===== src/rtl/core_amo_unit.sv =====
// RV64A memory-stage executor: runs LR, SC and AMO read-modify-write sequences on the
// data-memory port and holds this core's LR/SC reservation, which coherence snoops can drop.
module core_amo_unit #(
  parameter int XLEN         = 64,
  parameter int RSV_GRAN_LG2 = 3
) (
  input  logic            i_core_amo_unit_clk,
  input  logic            i_core_amo_unit_rst,
  input  logic            i_core_amo_unit_start,
  input  logic            i_core_amo_unit_amo,
  input  logic [3:0]      i_core_amo_unit_amo_op,
  input  logic            i_core_amo_unit_lr,
  input  logic            i_core_amo_unit_sc,
  input  logic [1:0]      i_core_amo_unit_size,
  input  logic [XLEN-1:0] i_core_amo_unit_addr,
  input  logic [XLEN-1:0] i_core_amo_unit_src,
  output logic            o_core_amo_unit_busy,
  output logic            o_core_amo_unit_done,
  output logic [XLEN-1:0] o_core_amo_unit_result,
  output logic            o_core_amo_unit_misaligned,
  output logic            o_core_amo_unit_req,
  input  logic            i_core_amo_unit_gnt,
  output logic            o_core_amo_unit_we,
  output logic [XLEN-1:0] o_core_amo_unit_maddr,
  output logic [XLEN-1:0] o_core_amo_unit_wdata,
  output logic [1:0]      o_core_amo_unit_msize,
  input  logic            i_core_amo_unit_rvalid,
  input  logic [XLEN-1:0] i_core_amo_unit_rdata,
  input  logic            i_core_amo_unit_snoop_valid,
  input  logic [XLEN-1:0] i_core_amo_unit_snoop_addr
);

  localparam int GW = XLEN - RSV_GRAN_LG2;

  typedef enum logic [2:0] {IDLE, RD_REQ, RD_WAIT, WR_REQ, WR_WAIT, DONE} state_t;

  state_t state, state_nxt;

  logic            lr_q;
  logic [3:0]      amo_op_q;
  logic [1:0]      size_q;
  logic [XLEN-1:0] src_q;
  logic [XLEN-1:0] maddr_q;
  logic [XLEN-1:0] wdata_q;
  logic [XLEN-1:0] result_q;
  logic            we_q;
  logic            misaligned_q;
  logic            rsv_valid;
  logic [GW-1:0]   rsv_gran;

  logic            accept;
  logic            kind_lr;
  logic            kind_sc;
  logic            word_in;
  logic            misaligned_in;
  logic            snoop_hit;
  logic            sc_ok;
  logic            amo_rsv_hit;
  logic            lr_snoop_kill;
  logic [XLEN-1:0] src_fmt;

  logic            word_q;
  logic [XLEN-1:0] a_s, b_s, a_u, b_u;
  logic            lt_s, lt_u;
  logic [XLEN-1:0] new_val;
  logic [XLEN-1:0] new_fmt;

  logic            unused_snoop_bits;

  assign unused_snoop_bits = ^i_core_amo_unit_snoop_addr[RSV_GRAN_LG2-1:0];

  // The amo flag takes priority so a decoder quirk setting several flags still runs one sequence.
  assign accept        = (state == IDLE) && i_core_amo_unit_start;
  assign kind_lr       = !i_core_amo_unit_amo && i_core_amo_unit_lr;
  assign kind_sc       = !i_core_amo_unit_amo && !i_core_amo_unit_lr && i_core_amo_unit_sc;
  assign word_in       = (i_core_amo_unit_size == 2'b10);
  assign misaligned_in = word_in ? (i_core_amo_unit_addr[1:0] != 2'b00)
                                 : (i_core_amo_unit_addr[2:0] != 3'b000);
  assign snoop_hit     = rsv_valid && i_core_amo_unit_snoop_valid &&
                         (i_core_amo_unit_snoop_addr[XLEN-1:RSV_GRAN_LG2] == rsv_gran);
  assign sc_ok         = rsv_valid && !snoop_hit &&
                         (i_core_amo_unit_addr[XLEN-1:RSV_GRAN_LG2] == rsv_gran);
  assign amo_rsv_hit   = rsv_valid && (i_core_amo_unit_addr[XLEN-1:RSV_GRAN_LG2] == rsv_gran);
  assign lr_snoop_kill = i_core_amo_unit_snoop_valid &&
                         (i_core_amo_unit_snoop_addr[XLEN-1:RSV_GRAN_LG2] == maddr_q[XLEN-1:RSV_GRAN_LG2]);
  assign src_fmt       = word_in ? {{(XLEN-32){1'b0}}, i_core_amo_unit_src[31:0]}
                                 : i_core_amo_unit_src;
  assign word_q        = (size_q == 2'b10);

  // Word operands are sign-extended for signed compares and zero-extended for unsigned ones.
  always_comb begin
    a_s = word_q ? {{(XLEN-32){i_core_amo_unit_rdata[31]}}, i_core_amo_unit_rdata[31:0]}
                 : i_core_amo_unit_rdata;
    b_s = word_q ? {{(XLEN-32){src_q[31]}}, src_q[31:0]} : src_q;
    a_u = word_q ? {{(XLEN-32){1'b0}}, i_core_amo_unit_rdata[31:0]} : i_core_amo_unit_rdata;
    b_u = word_q ? {{(XLEN-32){1'b0}}, src_q[31:0]} : src_q;
    lt_s = $signed(a_s) < $signed(b_s);
    lt_u = a_u < b_u;
    case (amo_op_q)
      4'd1:    new_val = a_s + b_s;
      4'd2:    new_val = a_s ^ b_s;
      4'd3:    new_val = a_s & b_s;
      4'd4:    new_val = a_s | b_s;
      4'd5:    new_val = lt_s ? a_s : b_s;
      4'd6:    new_val = lt_s ? b_s : a_s;
      4'd7:    new_val = lt_u ? a_u : b_u;
      4'd8:    new_val = lt_u ? b_u : a_u;
      default: new_val = b_s;
    endcase
    new_fmt = word_q ? {{(XLEN-32){1'b0}}, new_val[31:0]} : new_val;
  end

  always_ff @(posedge i_core_amo_unit_clk) begin
    if (i_core_amo_unit_rst) state <= IDLE;
    else                     state <= state_nxt;
  end

  always_comb begin
    state_nxt = state;
    case (state)
      IDLE: begin
        if (i_core_amo_unit_start) begin
          if (misaligned_in)   state_nxt = DONE;
          else if (kind_lr)    state_nxt = RD_REQ;
          else if (kind_sc)    state_nxt = sc_ok ? WR_REQ : DONE;
          else                 state_nxt = RD_REQ;
        end
      end
      RD_REQ:  if (i_core_amo_unit_gnt)    state_nxt = RD_WAIT;
      RD_WAIT: if (i_core_amo_unit_rvalid) state_nxt = lr_q ? DONE : WR_REQ;
      WR_REQ:  if (i_core_amo_unit_gnt)    state_nxt = WR_WAIT;
      WR_WAIT: if (i_core_amo_unit_rvalid) state_nxt = DONE;
      DONE:    state_nxt = IDLE;
      default: state_nxt = IDLE;
    endcase
  end

  // Operands, memory-port registers and the reservation; later assignments override the snoop clear.
  always_ff @(posedge i_core_amo_unit_clk) begin
    if (i_core_amo_unit_rst) begin
      lr_q         <= 1'b0;
      amo_op_q     <= 4'd0;
      size_q       <= 2'b00;
      src_q        <= '0;
      maddr_q      <= '0;
      wdata_q      <= '0;
      result_q     <= '0;
      we_q         <= 1'b0;
      misaligned_q <= 1'b0;
      rsv_valid    <= 1'b0;
      rsv_gran     <= '0;
    end else begin
      if (snoop_hit) rsv_valid <= 1'b0;
      case (state)
        IDLE: begin
          if (accept) begin
            lr_q         <= kind_lr;
            amo_op_q     <= i_core_amo_unit_amo_op;
            size_q       <= i_core_amo_unit_size;
            src_q        <= i_core_amo_unit_src;
            maddr_q      <= i_core_amo_unit_addr;
            misaligned_q <= misaligned_in;
            we_q         <= kind_sc && sc_ok && !misaligned_in;
            wdata_q      <= kind_sc ? src_fmt : '0;
            result_q     <= (kind_sc && !misaligned_in && !sc_ok) ? {{(XLEN-1){1'b0}}, 1'b1} : '0;
            if (!misaligned_in && (kind_sc || (!kind_lr && amo_rsv_hit))) rsv_valid <= 1'b0;
          end
        end
        RD_WAIT: begin
          if (i_core_amo_unit_rvalid) begin
            result_q <= a_s;
            if (lr_q) begin
              if (!lr_snoop_kill) begin
                rsv_valid <= 1'b1;
                rsv_gran  <= maddr_q[XLEN-1:RSV_GRAN_LG2];
              end
            end else begin
              wdata_q <= new_fmt;
              we_q    <= 1'b1;
            end
          end
        end
        default: ;
      endcase
    end
  end

  assign o_core_amo_unit_busy       = accept || ((state != IDLE) && (state != DONE));
  assign o_core_amo_unit_done       = (state == DONE);
  assign o_core_amo_unit_result     = result_q;
  assign o_core_amo_unit_misaligned = misaligned_q && (state == DONE);
  assign o_core_amo_unit_req        = (state == RD_REQ) || (state == WR_REQ);
  assign o_core_amo_unit_we         = we_q;
  assign o_core_amo_unit_maddr      = maddr_q;
  assign o_core_amo_unit_wdata      = wdata_q;
  assign o_core_amo_unit_msize      = size_q;

endmodule


===== config.mk =====
export PLATFORM = sky130hd
export DESIGN_NAME = core_amo_unit
export DESIGN_NICKNAME = d
export VERILOG_FILES = /design/src/rtl/core_amo_unit.sv
export SDC_FILE = /design/constraint.sdc
export NUM_CORES = 1
export LEC_CHECK = 0
export BUFFER_PORTS_ARGS = -buffer_cell sky130_fd_sc_hd__buf_2
export CAP_MARGIN = 25
export CORE_UTILIZATION = 50
export CTS_BUF_LIST = sky130_fd_sc_hd__clkbuf_4 sky130_fd_sc_hd__clkbuf_8
export DETAILED_ROUTE_END_ITERATION = 6
export PLACE_DENSITY = 0.72
export SLEW_MARGIN = 20
export SYNTH_ARGS = -nofsm -noshare
export SYNTH_HDL_FRONTEND = slang
export SYNTH_SLANG_ARGS = --single-unit
export TNS_END_PERCENT = 20

===== constraint.sdc =====
create_clock -name i_core_amo_unit_clk -period 13.93 [get_ports i_core_amo_unit_clk]
set_input_delay 1.393 -clock i_core_amo_unit_clk [delete_from_list [all_inputs] [get_ports i_core_amo_unit_clk]]
set_output_delay 1.393 -clock i_core_amo_unit_clk [all_outputs]
set_load 0.05 [all_outputs]

==> qor.csv <==
metric;value;unit
p_sw_share;44.6;%
ys_types;92;
place_congestion;1.09;
min_period;6390;ps
worstPathRequired;14560;ps
tns;0;ps
core_area;50500;sq um
vias;28199;
syn_nets;3990;
post_drt_wl_per_cell;23.4;um
detail-route-antenna-nets;0;
p_sw;1770;uW
rows;82;
ir_worst_vdd;0.0792;mV
cts_setup_buffers;0;
placed_area;28300;sq um
leakage;0.0135;uW
drtPass1Iterations;7;
cts_buffers;59;
antenna_found_initial;15;
powerDensity;133;nW/um^2
initial_core_util;51.1;%
vias_per_cell;6.21;
netlist_area;25800;sq um
h-tree-depth;2;
drv_slew;0;
grt_usage;38.7;%
fmax;156;MHz
clkSinkCount;330;
clkPwrFrac;27.4;%
cap_viol_max_count;0;
die_x;229;um
cp_top_family;compound AO/OA/AOI/OAI gates;
fill_cells;4915;
rsz0062_at_grt;no;
ios;470;
setup_violations;0;
io_buffers;466;
worst_ep_arrival_time;7020;ps
worst-setup-path-type;input port to register;
worst-path-max-fanout;16;
drc;0;
path_cells;buf_2 > nand2_1 > nand2_1 > ha_1 > nor2_1 > a221oi_1 > nor2_1 > o31ai_1 > nand4_1 > nor4_4 > o21a_1 > a21o_1 > buf_4 > a22oi_1 > a221oi_1 > a221o_1;
mostFrequentLayoutCells;nand2_1 (562), buf_2 (465), a21oi_1 (418);
die_height;229;um
synth.area.top_cells;dfxtp_1 (26%), ha_1 (11%), nand2_1 (8.2%), a21oi_1 (8.2%), nor2_1 (3.7%);
avgSynthCellArea;7.38;sq um
place_ws;7100;ps
grt_remaining_overflow;0;
grt_max_degree;171;
hold_viol;0;
synthToLayoutAreaGrowth;15.6;%
seq_power_share;28.1;%
synth_warnings;0;
grt_pass1_vias;25583;
cts_tree;yes;
drtIter0Drc;3599;
holdCritPathClass;register to register;
final_common_cell;nand2_1;
syn_inst;3494;
clock_path_buffers;3;
cts_root_buffer;clkbuf_8;
ctsHoldBuffers;0;
grt_first_pass_wirelength;158000;um
relSlewSlack;28.0;%
setup_ws;7540;ps
status;finished, final reports clean;
wl;106000;um
synth_area_leader_cell;dfxtp_1;
synth_edf_count;0;
multi_input_area;17400;sq um
fin_skew;39.2;ps
regArea;6610;sq um
worst_pin_slew;1080;ps
p_comb_share;44.5;%
drive_above_1_share;18.2;%
startpoint_type;input port;
crit_path_end_kind;register;
timing.critical_path.buf_inv;2;
cts.clk_slew.worst_paths;60;ps
final_cells;4542;
synthArstFlopShare;0;%
synth-seq-cells;330;
synth_seq_area_share;25.6;%
cpMaxStageDelayCell;o21a_1;
insertion_delay;700;ps
final_nets;4305;
synth.top_cell.area_share;25.6;%
hpwl;77800;um
dp_cells;4419;
slowest_delay;680;ps
design_area;29800;sq um
die_area;52500;sq um
cts_resized;0;
period_share;45.9;%
ys.flop_type;dfxtp_1;
p_int;2200;uW
==> layer usage <==
| metal | GRT usage (%) | share of wire, % |
|---|---|---|
| met1 | 52.6 | 42 |
| met2 | 58.3 | 43 |
| met3 | 9.34 | 11 |
| met4 | 15.8 | 3.8 |
| met5 | 0 | 0.022 |
==> power groups by stage <==
stage / sequential (uW) / combinational [uW] / clock [uW]
finish: 1120 / 1770 / 1090
global route: 1130 / 1890 / 1140
CTS: 1110 / 1720 / 1100
detailed placement: 1130 / 1710 / 0
global placement: 1130 / 1700 / 0
floorplan: 1280 / 1050 / 0
==> Yosys cell counts, types with 16 or more instances <==
| cell | instances |
|---|---|
| a211oi_1 | 29 |
| a21o_1 | 40 |
| a21oi_1 | 420 |
| a221o_1 | 19 |
| a221oi_1 | 56 |
| a221oi_2 | 22 |
| a22oi_1 | 34 |
| a31oi_1 | 16 |
| and2_1 | 16 |
| and3_1 | 21 |
| buf_1 | 17 |
| buf_2 | 25 |
| clkbuf_1 | 196 |
| dfxtp_1 | 330 |
| ha_1 | 224 |
| inv_1 | 222 |
| mux2i_1 | 68 |
| nand2_1 | 565 |
| nand3_1 | 86 |
| nand4_1 | 52 |
| nor2_1 | 255 |
| nor2b_1 | 18 |
| nor3_1 | 58 |
| nor4_1 | 45 |
| o211ai_1 | 31 |
| o21ai_0 | 115 |
| o21bai_1 | 20 |
| o221ai_1 | 27 |
| o22ai_1 | 40 |
| xnor2_1 | 86 |
| xor2_1 | 92 |
==> sequential cells by signal, summed over array words and instances, names as in the netlist <==
name and flops:
src_q 64, o_core_amo_unit_maddr 64, o_core_amo_unit_we 1, o_core_amo_unit_msize 2
misaligned_q 1, amo_op_q 4, rsv_gran 61, o_core_amo_unit_result 64
o_core_amo_unit_wdata 64, rsv_valid 1, lr_q 1, state 3
==> worst min-delay path: cells and delay by family, from the launching register on <==
kind             cells  cell delay [ps]
AND/OR/NAND/NOR      1               50
flip-flops           1              300
AO/OA/AOI/OAI        1               50
==> cells by family (layout without fill, tap and decap cells) <==
| group | Yosys count | in the layout | share of synthesized area (%) |
|---|---|---|---|
| simple gates | 1175 | 1175 | 20.2 |
| compound gates | 1038 | 1038 | 27.0 |
| buf+inv | 477 | 840 | 7.36 |
| flops | 330 | 330 | 25.6 |
| fa+ha+maj | 225 | 225 | 10.9 |
| xor+xnor | 178 | 178 | 6.05 |
| mux | 71 | 71 | 2.82 |
| other cells | 0 | 13 | 0 |
==> stage by stage <==
step / hold slack (ps) / utilization [%] / total power, uW
after CTS: 448 / 59.0 / 3930
after floorplan: 437 / - / 2330
after global routing: 466 / 59.0 / 4160
after global placement: 436 / 56.1 / 2830
final: 444 / 59.0 / 3970
after detailed placement: 441 / 56.1 / 2840
==> final cells by class <==
| cell class | count | area share (%) |
|---|---|---|
| Clock inverter | 11 | 0.676 |
| Sequential cell | 330 | 22.2 |
| Timing Repair Buffer | 506 | 8.91 |
| Inverter | 225 | 2.83 |
| Antenna cell | 13 | 0.109 |
| Multi-Input combinational cell | 2687 | 58.4 |
| Tap cell | 672 | 2.82 |
| Clock buffer | 98 | 4.08 |
==> worst paths after layout <==
path | startpoint | to | slack (ps) | depth (start not counted)
worst max-delay path | i_core_amo_unit_rdata[31] | o_core_amo_unit_wdata[53] | 7540 | 16
worst max register to register | o_core_amo_unit_msize[0] | o_core_amo_unit_wdata[53] | 7650 | 19
worst min register to register | o_core_amo_unit_result[20] | o_core_amo_unit_result[20] | 440 | 2
worst min-delay path | o_core_amo_unit_result[20] | o_core_amo_unit_result[20] | 440 | 2
Power figures use the tool's default switching activity.
